### config.mk
export PLATFORM = sky130hd
export DESIGN_NAME = serial_logic_unit_flat
export DESIGN_NICKNAME = d
export VERILOG_FILES = /design/src/rtl/serial_logic_unit_if.sv /design/src/rtl/serial_logic_unit.sv /design/src/flat_wrapper.sv
export SDC_FILE = /design/constraint.sdc
export NUM_CORES = 1
export LEC_CHECK = 0
export CELL_PAD_IN_SITES_DETAIL_PLACEMENT = 1
export CELL_PAD_IN_SITES_GLOBAL_PLACEMENT = 1
export CORE_MARGIN = 2
export CORE_UTILIZATION = 35
export CTS_CLUSTER_DIAMETER = 120
export CTS_CLUSTER_SIZE = 24
export DETAILED_ROUTE_END_ITERATION = 8
export PLACE_DENSITY = 0.86
export SYNTH_ARGS = -nofsm -noshare
export SYNTH_HDL_FRONTEND = slang
export SYNTH_SLANG_ARGS = --single-unit
export TNS_END_PERCENT = 10
### constraint.sdc
create_clock -name clk -period 1.9 [get_ports clk]
set_clock_uncertainty 0.1 [all_clocks]
set_input_delay 0.19 -clock clk [delete_from_list [all_inputs] [get_ports clk]]
set_output_delay 0.19 -clock clk [all_outputs]
set_load 0.05 [all_outputs]
### src/rtl/serial_logic_unit_if.sv
// Handshake and result bundle for serial_logic_unit: operand/opcode request side
// plus the serial bit stream and parallel result side.
interface serial_logic_unit_if #(
    parameter int N = 8
) ();
    localparam int CW = $clog2(N);

    logic          start;
    logic [N-1:0]  a;
    logic [N-1:0]  b;
    logic [1:0]    op;
    logic          busy;
    logic          bit_valid;
    logic          bit_out;
    logic [CW-1:0] bit_idx;
    logic [N-1:0]  out;
    logic          done;

    modport master (
        output start, a, b, op,
        input  busy, bit_valid, bit_out, bit_idx, out, done
    );

    modport slave (
        input  start, a, b, op,
        output busy, bit_valid, bit_out, bit_idx, out, done
    );
endinterface

### src/rtl/serial_logic_unit.sv
// Bit-serial bitwise logic unit: captures two N-bit operands and an opcode, then
// evaluates one result bit per clock LSB first, streaming it and assembling a word.
module serial_logic_unit #(
    parameter int N   = 8,
    parameter int OPW = 2
) (
    input  logic              clk,
    input  logic              rst_n,
    serial_logic_unit_if.slave bus
);
    localparam int CW = $clog2(N);
    localparam logic [CW-1:0] LAST_IDX = CW'(N - 1);

    typedef enum logic [1:0] {
        IDLE = 2'd0,
        RUN  = 2'd1,
        DONE = 2'd2
    } state_t;

    state_t         state_r;
    logic [N-1:0]   a_sh_r;
    logic [N-1:0]   b_sh_r;
    logic [OPW-1:0] op_r;
    logic [CW-1:0]  cnt_r;
    logic [N-1:0]   out_r;
    logic           busy_r;
    logic           bit_valid_r;
    logic           done_r;
    logic           bit_s;

    // One result bit for the given opcode; NAND is the inverted AND.
    function automatic logic op_eval(input logic [OPW-1:0] opc, input logic x, input logic y);
        logic r;
        case (opc)
            2'b00:   r = x & y;
            2'b01:   r = x | y;
            2'b10:   r = x ^ y;
            2'b11:   r = ~(x & y);
            default: r = 1'b0;
        endcase
        return r;
    endfunction

    // Serial bit is presented only while the word is being evaluated.
    always_comb begin
        bit_s = 1'b0;
        if (bit_valid_r) begin
            bit_s = op_eval(op_r, a_sh_r[0], b_sh_r[0]);
        end else begin
            bit_s = 1'b0;
        end
    end

    // Control FSM with operand shifters, bit counter and result assembly.
    always_ff @(posedge clk or negedge rst_n) begin
        if (!rst_n) begin
            state_r     <= IDLE;
            a_sh_r      <= '0;
            b_sh_r      <= '0;
            op_r        <= '0;
            cnt_r       <= '0;
            out_r       <= '0;
            busy_r      <= 1'b0;
            bit_valid_r <= 1'b0;
            done_r      <= 1'b0;
        end else begin
            case (state_r)
                IDLE, DONE: begin
                    done_r <= 1'b0;
                    cnt_r  <= '0;
                    if (bus.start) begin
                        a_sh_r      <= bus.a;
                        b_sh_r      <= bus.b;
                        op_r        <= bus.op;
                        out_r       <= '0;
                        busy_r      <= 1'b1;
                        bit_valid_r <= 1'b1;
                        state_r     <= RUN;
                    end else begin
                        busy_r      <= 1'b0;
                        bit_valid_r <= 1'b0;
                        state_r     <= IDLE;
                    end
                end
                RUN: begin
                    out_r[cnt_r] <= bit_s;
                    a_sh_r       <= {1'b0, a_sh_r[N-1:1]};
                    b_sh_r       <= {1'b0, b_sh_r[N-1:1]};
                    if (cnt_r == LAST_IDX) begin
                        // Counter returns to zero so bit_idx reads 0 outside RUN.
                        cnt_r       <= '0;
                        busy_r      <= 1'b0;
                        bit_valid_r <= 1'b0;
                        done_r      <= 1'b1;
                        state_r     <= DONE;
                    end else begin
                        cnt_r   <= cnt_r + CW'(1);
                        state_r <= RUN;
                    end
                end
                default: begin
                    state_r     <= IDLE;
                    cnt_r       <= '0;
                    busy_r      <= 1'b0;
                    bit_valid_r <= 1'b0;
                    done_r      <= 1'b0;
                end
            endcase
        end
    end

    assign bus.busy      = busy_r;
    assign bus.bit_valid = bit_valid_r;
    assign bus.bit_out   = bit_s;
    assign bus.bit_idx   = cnt_r;
    assign bus.out       = out_r;
    assign bus.done      = done_r;
endmodule

### src/flat_wrapper.sv
// flat-port wrapper written by rule: the top's interface ports become plain ports
module serial_logic_unit_flat 
#(
    parameter int N   = 8,
    parameter int OPW = 2
)
  (clk, rst_n, bus_start, bus_a, bus_b, bus_op, bus_busy, bus_bit_valid, bus_bit_out, bus_bit_idx, bus_out, bus_done);
  serial_logic_unit_if #(.N(N)) bus_i ();
  input  logic clk;
  input  logic rst_n;
  input wire logic [$bits(bus_i.start)-1:0] bus_start;
  input wire logic [$bits(bus_i.a)-1:0] bus_a;
  input wire logic [$bits(bus_i.b)-1:0] bus_b;
  input wire logic [$bits(bus_i.op)-1:0] bus_op;
  output wire logic [$bits(bus_i.busy)-1:0] bus_busy;
  output wire logic [$bits(bus_i.bit_valid)-1:0] bus_bit_valid;
  output wire logic [$bits(bus_i.bit_out)-1:0] bus_bit_out;
  output wire logic [$bits(bus_i.bit_idx)-1:0] bus_bit_idx;
  output wire logic [$bits(bus_i.out)-1:0] bus_out;
  output wire logic [$bits(bus_i.done)-1:0] bus_done;
  assign bus_i.start = bus_start;
  assign bus_i.a = bus_a;
  assign bus_i.b = bus_b;
  assign bus_i.op = bus_op;
  assign bus_busy = bus_i.busy;
  assign bus_bit_valid = bus_i.bit_valid;
  assign bus_bit_out = bus_i.bit_out;
  assign bus_bit_idx = bus_i.bit_idx;
  assign bus_out = bus_i.out;
  assign bus_done = bus_i.done;
  serial_logic_unit #(.N(N), .OPW(OPW)) u_core (.clk(clk), .rst_n(rst_n), .bus(bus_i));
endmodule
==> results of run 1 <==
power breakdown:
group          internal [uW]  total [uW]  switching (uW)  leakage [uW]
Clock                    260         499             239     0.0000395
Combinational            736        1890            1150      0.000496
Sequential              1000        1260             261      0.000414
sequential cells by signal (all words and copies together) (netlist names):
name	count
u_core.a_sh_r	8
u_core.b_sh_r	8
u_core.bus.bit_idx	3
u_core.bus.busy	1
u_core.bus.done	1
u_core.bus.out	8
u_core.op_r	2
u_core.state_r	2
per-stage QoR:
step                setup TNS, ns  hold WS [ns]
finish                          0         0.215
CTS                             0         0.240
detailed placement              0         0.382
global route              -0.0156         0.278
global placement                0         0.368
floorplan                       0        -0.206
layout by cell type, fill, tap and decap left out, types with 2 or more instances in the layout:
cell type,n
sky130_fd_sc_hd__nand3_1,4
sky130_fd_sc_hd__nor2_1,18
sky130_fd_sc_hd__o21ai_0,5
sky130_fd_sc_hd__nand2_1,37
sky130_fd_sc_hd__and2_1,3
sky130_fd_sc_hd__clkdlybuf4s50_1,29
sky130_fd_sc_hd__mux2i_1,3
sky130_fd_sc_hd__nor2b_1,2
sky130_fd_sc_hd__nand4b_1,2
sky130_fd_sc_hd__a31oi_1,12
sky130_fd_sc_hd__ha_1,2
sky130_fd_sc_hd__dlymetal6s2s_1,2
sky130_fd_sc_hd__a21oi_1,2
sky130_fd_sc_hd__clkbuf_1,3
sky130_fd_sc_hd__clkbuf_8,5
sky130_fd_sc_hd__dfrtp_1,33
sky130_fd_sc_hd__a22o_1,3
sky130_fd_sc_hd__inv_2,3
sky130_fd_sc_hd__nand2b_1,3
sky130_fd_sc_hd__nand3b_1,2
sky130_fd_sc_hd__buf_4,9
critical path, stage by stage (launching register included):
cell,delay [ns]
sky130_fd_sc_hd__dfrtp_1,0.39
sky130_fd_sc_hd__inv_2,0.08
sky130_fd_sc_hd__ha_4,0.14
sky130_fd_sc_hd__a21oi_2,0.05
sky130_fd_sc_hd__a22o_1,0.25
sky130_fd_sc_hd__o21ai_4,0.14
sky130_fd_sc_hd__inv_2,0.05
sky130_fd_sc_hd__buf_8,0.14
cell type report:
type                    count  area share (%)
clock buffers               8            3.88
flip-flops and latches     33            40.0
multi-input cells         113            32.0
well taps                  52            3.15
repair buffers             42            20.2
inverters                   4           0.727
worst max path at each step:
| stage | start | end | slack (ns) |
|---|---|---|---|
| 6_report | u_core.a_sh_r[0] | bus_bit_out | 0.07 |
| 5_1_grt | u_core.a_sh_r[0] | bus_bit_out | -0.02 |
| 4_1_cts | u_core.b_sh_r[0] | bus_bit_out | 0.0006 |
| 3_5_place_dp | bus_start | u_core.b_sh_r[2] | 0.17 |
| 3_3_place_gp | bus_start | u_core.a_sh_r[3] | 0.24 |
| 2_1_floorplan | u_core.bus.bit_idx[2] | u_core.bus.out[0] | 0.22 |
per-layer routing:
| metal | vias to the layer above | GRT usage [%] |
|---|---|---|
| met5 | - | 0 |
| met4 | 0 | 6.50 |
| met3 | 6 | 4.13 |
| met2 | 28 | 25.1 |
| met1 | 600 | 21.2 |
| li1 | 620 | - |
logic make-up (layout without fill, tap and decap cells):
logic type                 after synthesis  count (layout)
and+or+nand+nor                         76              76
DFF                                     33              33
AOI/OAI and AO/OA                       30              30
buffers and inverters                   16              54
adders and majority gates                4               4
muxes                                    3               3
what timing repair did:
item,in CTS,in global routing
setup endpoints to repair,1,3
gates resized for setup,2,9
buffers inserted,0,1
cloned,0,0
pin swaps,1,4
==> qor.log, run 1 <==
[placement] pre-CTS WS 0.172 ns
[logic_synthesis] Post-Syn Nets 187
[logic_synthesis] simple-gate area share of the yosys netlist 22.5%
[sta] hold violation count in the final report 0
[logic_synthesis] number of storage elements in the synthesis netlist 33
[critical_path] Reg-to-Reg Start u_core.b_sh_r[0]
[detailed_routing] number of design rule violations left after detail routing 0
[power_and_ir_drop] worst IR drop on VDD 797 uV
[logic_synthesis] mean instance size in the synthesized netlist 9.58 sq um
[logic_synthesis] xor and xnor fraction of the mapped netlist area 0%
[logic_synthesis] Post-Syn Instances 162
[placement] placed instance count 243
[floorplan] number of cell rows 24
[floorplan] effective utilization at floorplan 35.9%
[layout] sequential cell area 826 sq um
[detailed_routing] antenna-violating nets left 0
[logic_synthesis] number of unique standard cell types used by synthesis 31
[detailed_routing] initial DRC count 31
[sta] unrepaired setup endpoints after global routing yes
[layout] ratio of cells with drive above 1 in the final layout 13.5%
[placement] RD Place Congestion 0.711
[detailed_routing] highest routed layer met4
[detailed_routing] total routed wire length on the met1 layer 1590 microns
[layout] post-layout net count 224
[clocking] library cell used as clock root buffer sky130_fd_sc_hd__clkbuf_8
[power_and_ir_drop] total power divided by cell area 1770 nW/um^2
[power_and_ir_drop] final total power 3650 uW
[logic_synthesis] leading register cell type out of synthesis sky130_fd_sc_hd__dfrtp_1
[outcome] run status finished, final reports clean
[clocking] TritonCTS clock tree built
[floorplan] overall die area 4990 sq um
[placement] placed standard-cell area 1950 sq um
[critical_path] Critical Path Source Type flop
[sta] final-report setup violation count 0
[grt] sum of overflow across all layers after global routing 0
[logic_synthesis] share of the synthesized area in the top cell type 53.2%
[detailed_routing] overall routed net length 3570 microns
[logic_synthesis] mapped cell area 1550 sq um
[clocking] clock transition at the register clock pins on the worst setup and hold paths after CTS 0.07 ns
[layout] combined area of the multi-input logic cells 662 sq um
[grt] Global Route Usage Sum 15.9%
[clocking] maximum level of the CTS H-tree 2
[floorplan] Die Ht 70.6 microns
[logic_synthesis] most used standard cells in the synthesized netlist sky130_fd_sc_hd__nand2_1, sky130_fd_sc_hd__dfrtp_1, sky130_fd_sc_hd__nor2_1
[placement] Port-buffer cells 35
[sta] Final Critical Period 1.83 ns
[sta] final worst path period share 96.3%
[floorplan] CORE AREA 4320 sq um
[logic_synthesis] post-synthesis async set-or-reset flop share 100%
[critical_path] reg-to-reg critical path endpoint u_core.bus.out[1]
[critical_path] Arr. time, crit path 1.54 ns
[logic_synthesis] post-synthesis compound-gate area fraction 13.8%
[logic_synthesis] sequential share of the synthesized area 53.2%
[logic_synthesis] multiplexer area fraction after synthesis 1.93%
[logic_synthesis] number of flops mapped to enable cells by yosys 0
[critical_path] Worst Path Required 1.61 ns
[placement] sum of net half-perimeters after detailed placement 2510 microns
[detailed_routing] wire length on met2 1770 microns
[clocking] largest buffer count on any clock path 2
[layout] filler instances 503
[grt] antenna violations before repair 0
[detailed_routing] via total after detailed routing 1,254
[critical_path] worst setup path category reg2out
[clocking] total clock buffers created by CTS 5
[logic_synthesis] most area-hungry cell type in the Yosys netlist sky130_fd_sc_hd__dfrtp_1
[logic_synthesis] main combinational cell family by area after synthesis simple AND/OR/NAND/NOR gates
[worst_hold_path] Hold Crit Class in2async
[logic_synthesis] Synth area leaders sky130_fd_sc_hd__dfrtp_1, sky130_fd_sc_hd__nand2_1, sky130_fd_sc_hd__a31oi_1, sky130_fd_sc_hd__nor2_1, sky130_fd_sc_hd__buf_2
[sta] headroom to the max-slew limit 66.3%
[layout] non-filler cells in the finished layout 252
[detailed_routing] total met3 wirelength after detailed routing 153 microns
[sta] FMAX 547 MHz
[clocking] number of clock sinks 33
[logic_synthesis] cell with the most instances after synthesis sky130_fd_sc_hd__nand2_1
[sta] slew at the pin with the worst max-slew slack 0.504 ns
[detailed_routing] detailed-route wire length per cell 14.2 microns
[power_and_ir_drop] leakage power 0.000950 uW
[layout] final core occ 47.8%
[critical_path] biggest fanout along the worst timing path 2
[clocking] cts-stage hold buffer count 0
[detailed_routing] via/cell ratio 4.98
[critical_path] worst-case register-to-register setup slack 0.13 ns
[detailed_routing] drt pass-1 iters 4
[critical_path] Setup crit end kind output pin
[clocking] source-to-sink clock delay at the later pin of the worst-skew pair 0.28 ns
[sta] crit path setup slack, layout 0.0708 ns
[floorplan] Ports 36
[grt] largest net degree at the start of global routing 34
[layout] number of diodes 0
[logic_synthesis] adder and majority gate portion of the synthesized area 3.22%
[floorplan] Die W 70.6 microns
[layout] post-route cell area 2070 sq um
[critical_path] number of cells on the worst reg-to-reg path 7
[sta] max-slew violation count 0
[logic_synthesis] number of warning messages in the yosys log 0
[layout] area added between synthesis and finish 33.0%
[grt] number of global-route vias before repair 1,333
[run] max-cap violation count 0
[grt] first-pass GRT wire length 6290 microns
No activity file was read; power rests on OpenSTA's default activity.
==> inputs of run 2 (changes only) <==
--- a/config.mk
+++ b/config.mk
@@ -5,14 +5,16 @@
 export SDC_FILE = /design/constraint.sdc
 export NUM_CORES = 1
 export LEC_CHECK = 0
+export CAP_MARGIN = 30
 export CELL_PAD_IN_SITES_DETAIL_PLACEMENT = 1
 export CELL_PAD_IN_SITES_GLOBAL_PLACEMENT = 1
 export CORE_MARGIN = 2
-export CORE_UTILIZATION = 35
+export CORE_UTILIZATION = 37
 export CTS_CLUSTER_DIAMETER = 120
 export CTS_CLUSTER_SIZE = 24
 export DETAILED_ROUTE_END_ITERATION = 8
-export PLACE_DENSITY = 0.86
+export PLACE_DENSITY = 0.89
+export SKIP_LAST_GASP = 1
 export SYNTH_ARGS = -nofsm -noshare
 export SYNTH_HDL_FRONTEND = slang
 export SYNTH_SLANG_ARGS = --single-unit
==> qor.log, run 2 (synthesis gave the netlist of run 1 again) <==
[power_and_ir_drop] worst IR drop on VDD 640 uV [-20%]
[clocking] source-to-sink clock delay at the later pin of the worst-skew pair 0.28 ns [about the same]
[power_and_ir_drop] Internal Power 1990 uW [-0.22%]
[critical_path] cell class contributing the biggest share of worst-path delay compound AO/OA/AOI/OAI gates
[grt] largest net degree at the start of global routing 34 [unchanged]
[sta] max-slew violation count 0 [unchanged]
[clocking] Post-CTS Setup Repair Bufs 0 [unchanged]
[clocking] largest buffer count on any clock path 2 [unchanged]
[critical_path] worst-case register-to-register setup slack 0.28 ns [+0.15 ns]
[critical_path] Reg-to-Reg Start u_core.b_sh_r[0]
[grt] met3 demand-to-capacity share in global routing 5.03% [+0.90 points]
[detailed_routing] initial DRC count 13 [-58%]
[grt] antenna violations before repair 0 [unchanged]
[detailed_routing] drt pass-1 iters 4 [unchanged]
[critical_path] WP buf/inv 3 [unchanged]
[sta] final worst path period share 97.7% [+1.5 points]
[placement] sum of net half-perimeters after detailed placement 2510 microns [-0.15%]
[layout] ratio of cells with drive above 1 in the final layout 13.0% [-0.50 points]
[critical_path] number of cells on the worst reg-to-reg path 6 [-1]
[detailed_routing] detailed-route wire length per cell 14.6 microns [+3.1%]
[critical_path] list of cells traversed by the critical path inv_2, ha_4, a21oi_1, a22o_1, o21ai_4, inv_1, buf_6
[clocking] number of clock sinks 33 [unchanged]
[power_and_ir_drop] leakage power 0.000947 uW [-0.35%]
[clocking] clock transition at the register clock pins on the worst setup and hold paths after CTS 0.07 ns [about the same]
[worst_hold_path] Hold Crit Class in2async
[floorplan] Die Ht 68.8 microns [-2.6%]
[power_and_ir_drop] Sw Share 45.3% [+0.067 points]
[clocking] maximum level of the CTS H-tree 2 [unchanged]
[critical_path] Worst Path Required 1.61 ns [about the same]
[layout] area added between synthesis and finish 32.2%
[critical_path] reg-to-reg critical path endpoint u_core.bus.out[1]
[grt] first-pass GRT wire length 5830 microns [-7.2%]
[power_and_ir_drop] fraction of power consumed by the clock network 14.4% [+0.7 points]
[critical_path] delay of the slowest cell on the worst path 0.39 ns [about the same]
[layout] most frequent standard cell in the layout excluding fill and tap cells sky130_fd_sc_hd__nand2_1
[sta] headroom to the max-slew limit 66.2% [-0.11 points]
[detailed_routing] antenna-violating nets left 0 [unchanged]
[power_and_ir_drop] total power divided by cell area 1780 nW/um^2 [+0.57%]
[power_and_ir_drop] P_sw 1650 uW [about the same]
[critical_path] biggest fanout along the worst timing path 2 [unchanged]
[layout] final core occ 50.9% [+3.2 points]
[clocking] total clock buffers created by CTS 5 [unchanged]
[critical_path] library cell contributing the largest single delay on the critical path sky130_fd_sc_hd__dfrtp_1
[critical_path] Arr. time, crit path 1.57 ns [+0.03 ns]
[critical_path] worst setup path category reg2out
[floorplan] Ports 36 [unchanged]
[power_and_ir_drop] Flop pwr share 34.6% [about the same]
[placement] RD Place Congestion 0.745 [+4.7%]
[sta] hold violation count in the final report 0 [unchanged]
[sta] unrepaired setup endpoints after global routing yes
[floorplan] CORE AREA 4030 sq um [-6.8%]
[power_and_ir_drop] combinational power share 51.0% [-0.7 points]
[detailed_routing] overall routed net length 3650 microns [+2.2%]
[grt] sum of overflow across all layers after global routing 0 [unchanged]
[sta] FMAX 539 MHz [-1.5%]
[layout] most frequent cells in the layout sky130_fd_sc_hd__nand2_1, sky130_fd_sc_hd__dfrtp_1, sky130_fd_sc_hd__clkdlybuf4s50_1
[layout] post-layout net count 225 [+0.45%]
[grt] met1 Track Usage GR 22.1% [+0.99 points]
[detailed_routing] via/cell ratio 5.08 [+2.1%]
[run] max-cap violation count 0 [unchanged]
[layout] filler instances 469 [-6.8%]
[detailed_routing] via total after detailed routing 1,270 [+1.3%]
[sta] slew at the pin with the worst max-slew slack 0.506 ns [+0.00171 ns]
[sta] Final Critical Period 1.86 ns [+0.0276 ns]
[detailed_routing] number of design rule violations left after detail routing 0 [unchanged]
[clocking] library cell used as clock root buffer sky130_fd_sc_hd__clkbuf_8
[grt] global-route layer with the greatest usage met2
[sta] worst hold slack after final layout 0.218 ns [+0.00324 ns]
[sta] final-report setup violation count 0 [unchanged]
[clocking] TritonCTS clock tree built
[outcome] run status finished, final reports clean
[floorplan] effective utilization at floorplan 38.5% [+2.6 points]
[critical_path] Critical Path Source Type flop
[floorplan] Die W 68.8 microns [-2.6%]
[layout] number of diodes 0 [unchanged]
[floorplan] number of cell rows 23 [-4.2%]
[grt] met2 Resource Use GR 27.0% [+2.0 points]
[placement] Port-buffer cells 35 [unchanged]
[floorplan] overall die area 4730 sq um [-5.1%]
[grt] Global Route Usage Sum 17.2% [+1.3 points]
[grt] number of global-route vias before repair 1,261 [-5.4%]
[critical_path] Setup crit end kind output pin
==> run 2: power by group through the flow <==
| stage | Sequential, uW | Combinational, uW | Clock (uW) |
|---|---|---|---|
| 6_report | 1260 | 1860 | 527 |
| 5_1_grt | 1300 | 2050 | 582 |
| 2_1_floorplan | 1540 | 983 | 0 |
| 4_1_cts | 1260 | 1860 | 545 |
| 3_5_place_dp | 1260 | 1820 | 0 |
| 3_3_place_gp | 1240 | 1750 | 0 |
==> run 2: how the worst max path moves through the flow <==
stage,from,slack (ns),depth (start not counted),endpoint
2_1_floorplan,u_core.bus.bit_idx[2],0.22,4,u_core.bus.out[0]
3_3_place_gp,u_core.b_sh_r[0],0.30,7,u_core.bus.out[1]
3_5_place_dp,u_core.b_sh_r[0],0.23,7,u_core.bus.out[1]
4_1_cts,u_core.bus.busy,0.02,1,bus_bit_valid
5_1_grt,u_core.b_sh_r[0],-0.03,7,bus_bit_out
6_report,u_core.b_sh_r[0],0.04,7,bus_bit_out
==> run 2: metrics by stage <==
stage | cells | power [uW] | setup TNS (ns) | worst slack (ns) | area (sq um)
after detailed placement | 243 | 3080 | 0 | 0.233 | 1950
after floorplan | 162 | 2530 | 0 | 0.217 | 1550
after CTS | 250 | 3660 | 0 | 0.0227 | 2040
after global placement | 243 | 3000 | 0 | 0.297 | 1950
after global routing | 250 | 3940 | -0.0465 | -0.0325 | 2050
final | 250 | 3650 | 0 | 0.0431 | 2050
==> run 2: worst register-to-register path, delay by kind of cell, from the launching register on <==
| kind | cells | cell delay (ns) |
|---|---|---|
| AND/OR/NAND/NOR | 1 | 0.12 |
| flip-flops | 1 | 0.39 |
| AO/OA/AOI/OAI | 3 | 0.50 |
| adder cells (fa/ha/maj) | 1 | 0.25 |
| buffers and inverters | 1 | 0.17 |
==> run 2: final cells by class <==
type,instances,area (sq um),area share (%)
sequential,33,826,40.2
multi-input combinational,113,656,32.0
timing repair buffer,43,407,19.8
clock buffer,7,86.3,4.21
tap,50,62.6,3.05
inverter,4,15.0,0.732
==> run 2: what timing repair did <==
item,CTS,global route
hold buffers,0,0
pin swaps,2,1
setup endpoints to repair,1,3
gates resized for setup,4,2
==> run 2: per-layer routing <==
metal | wire length [microns] | vias up
met5 | 0 | -
met4 | 87 | 0
met3 | 148 | 8
met2 | 1780 | 29
met1 | 1640 | 609
li1 | - | 624
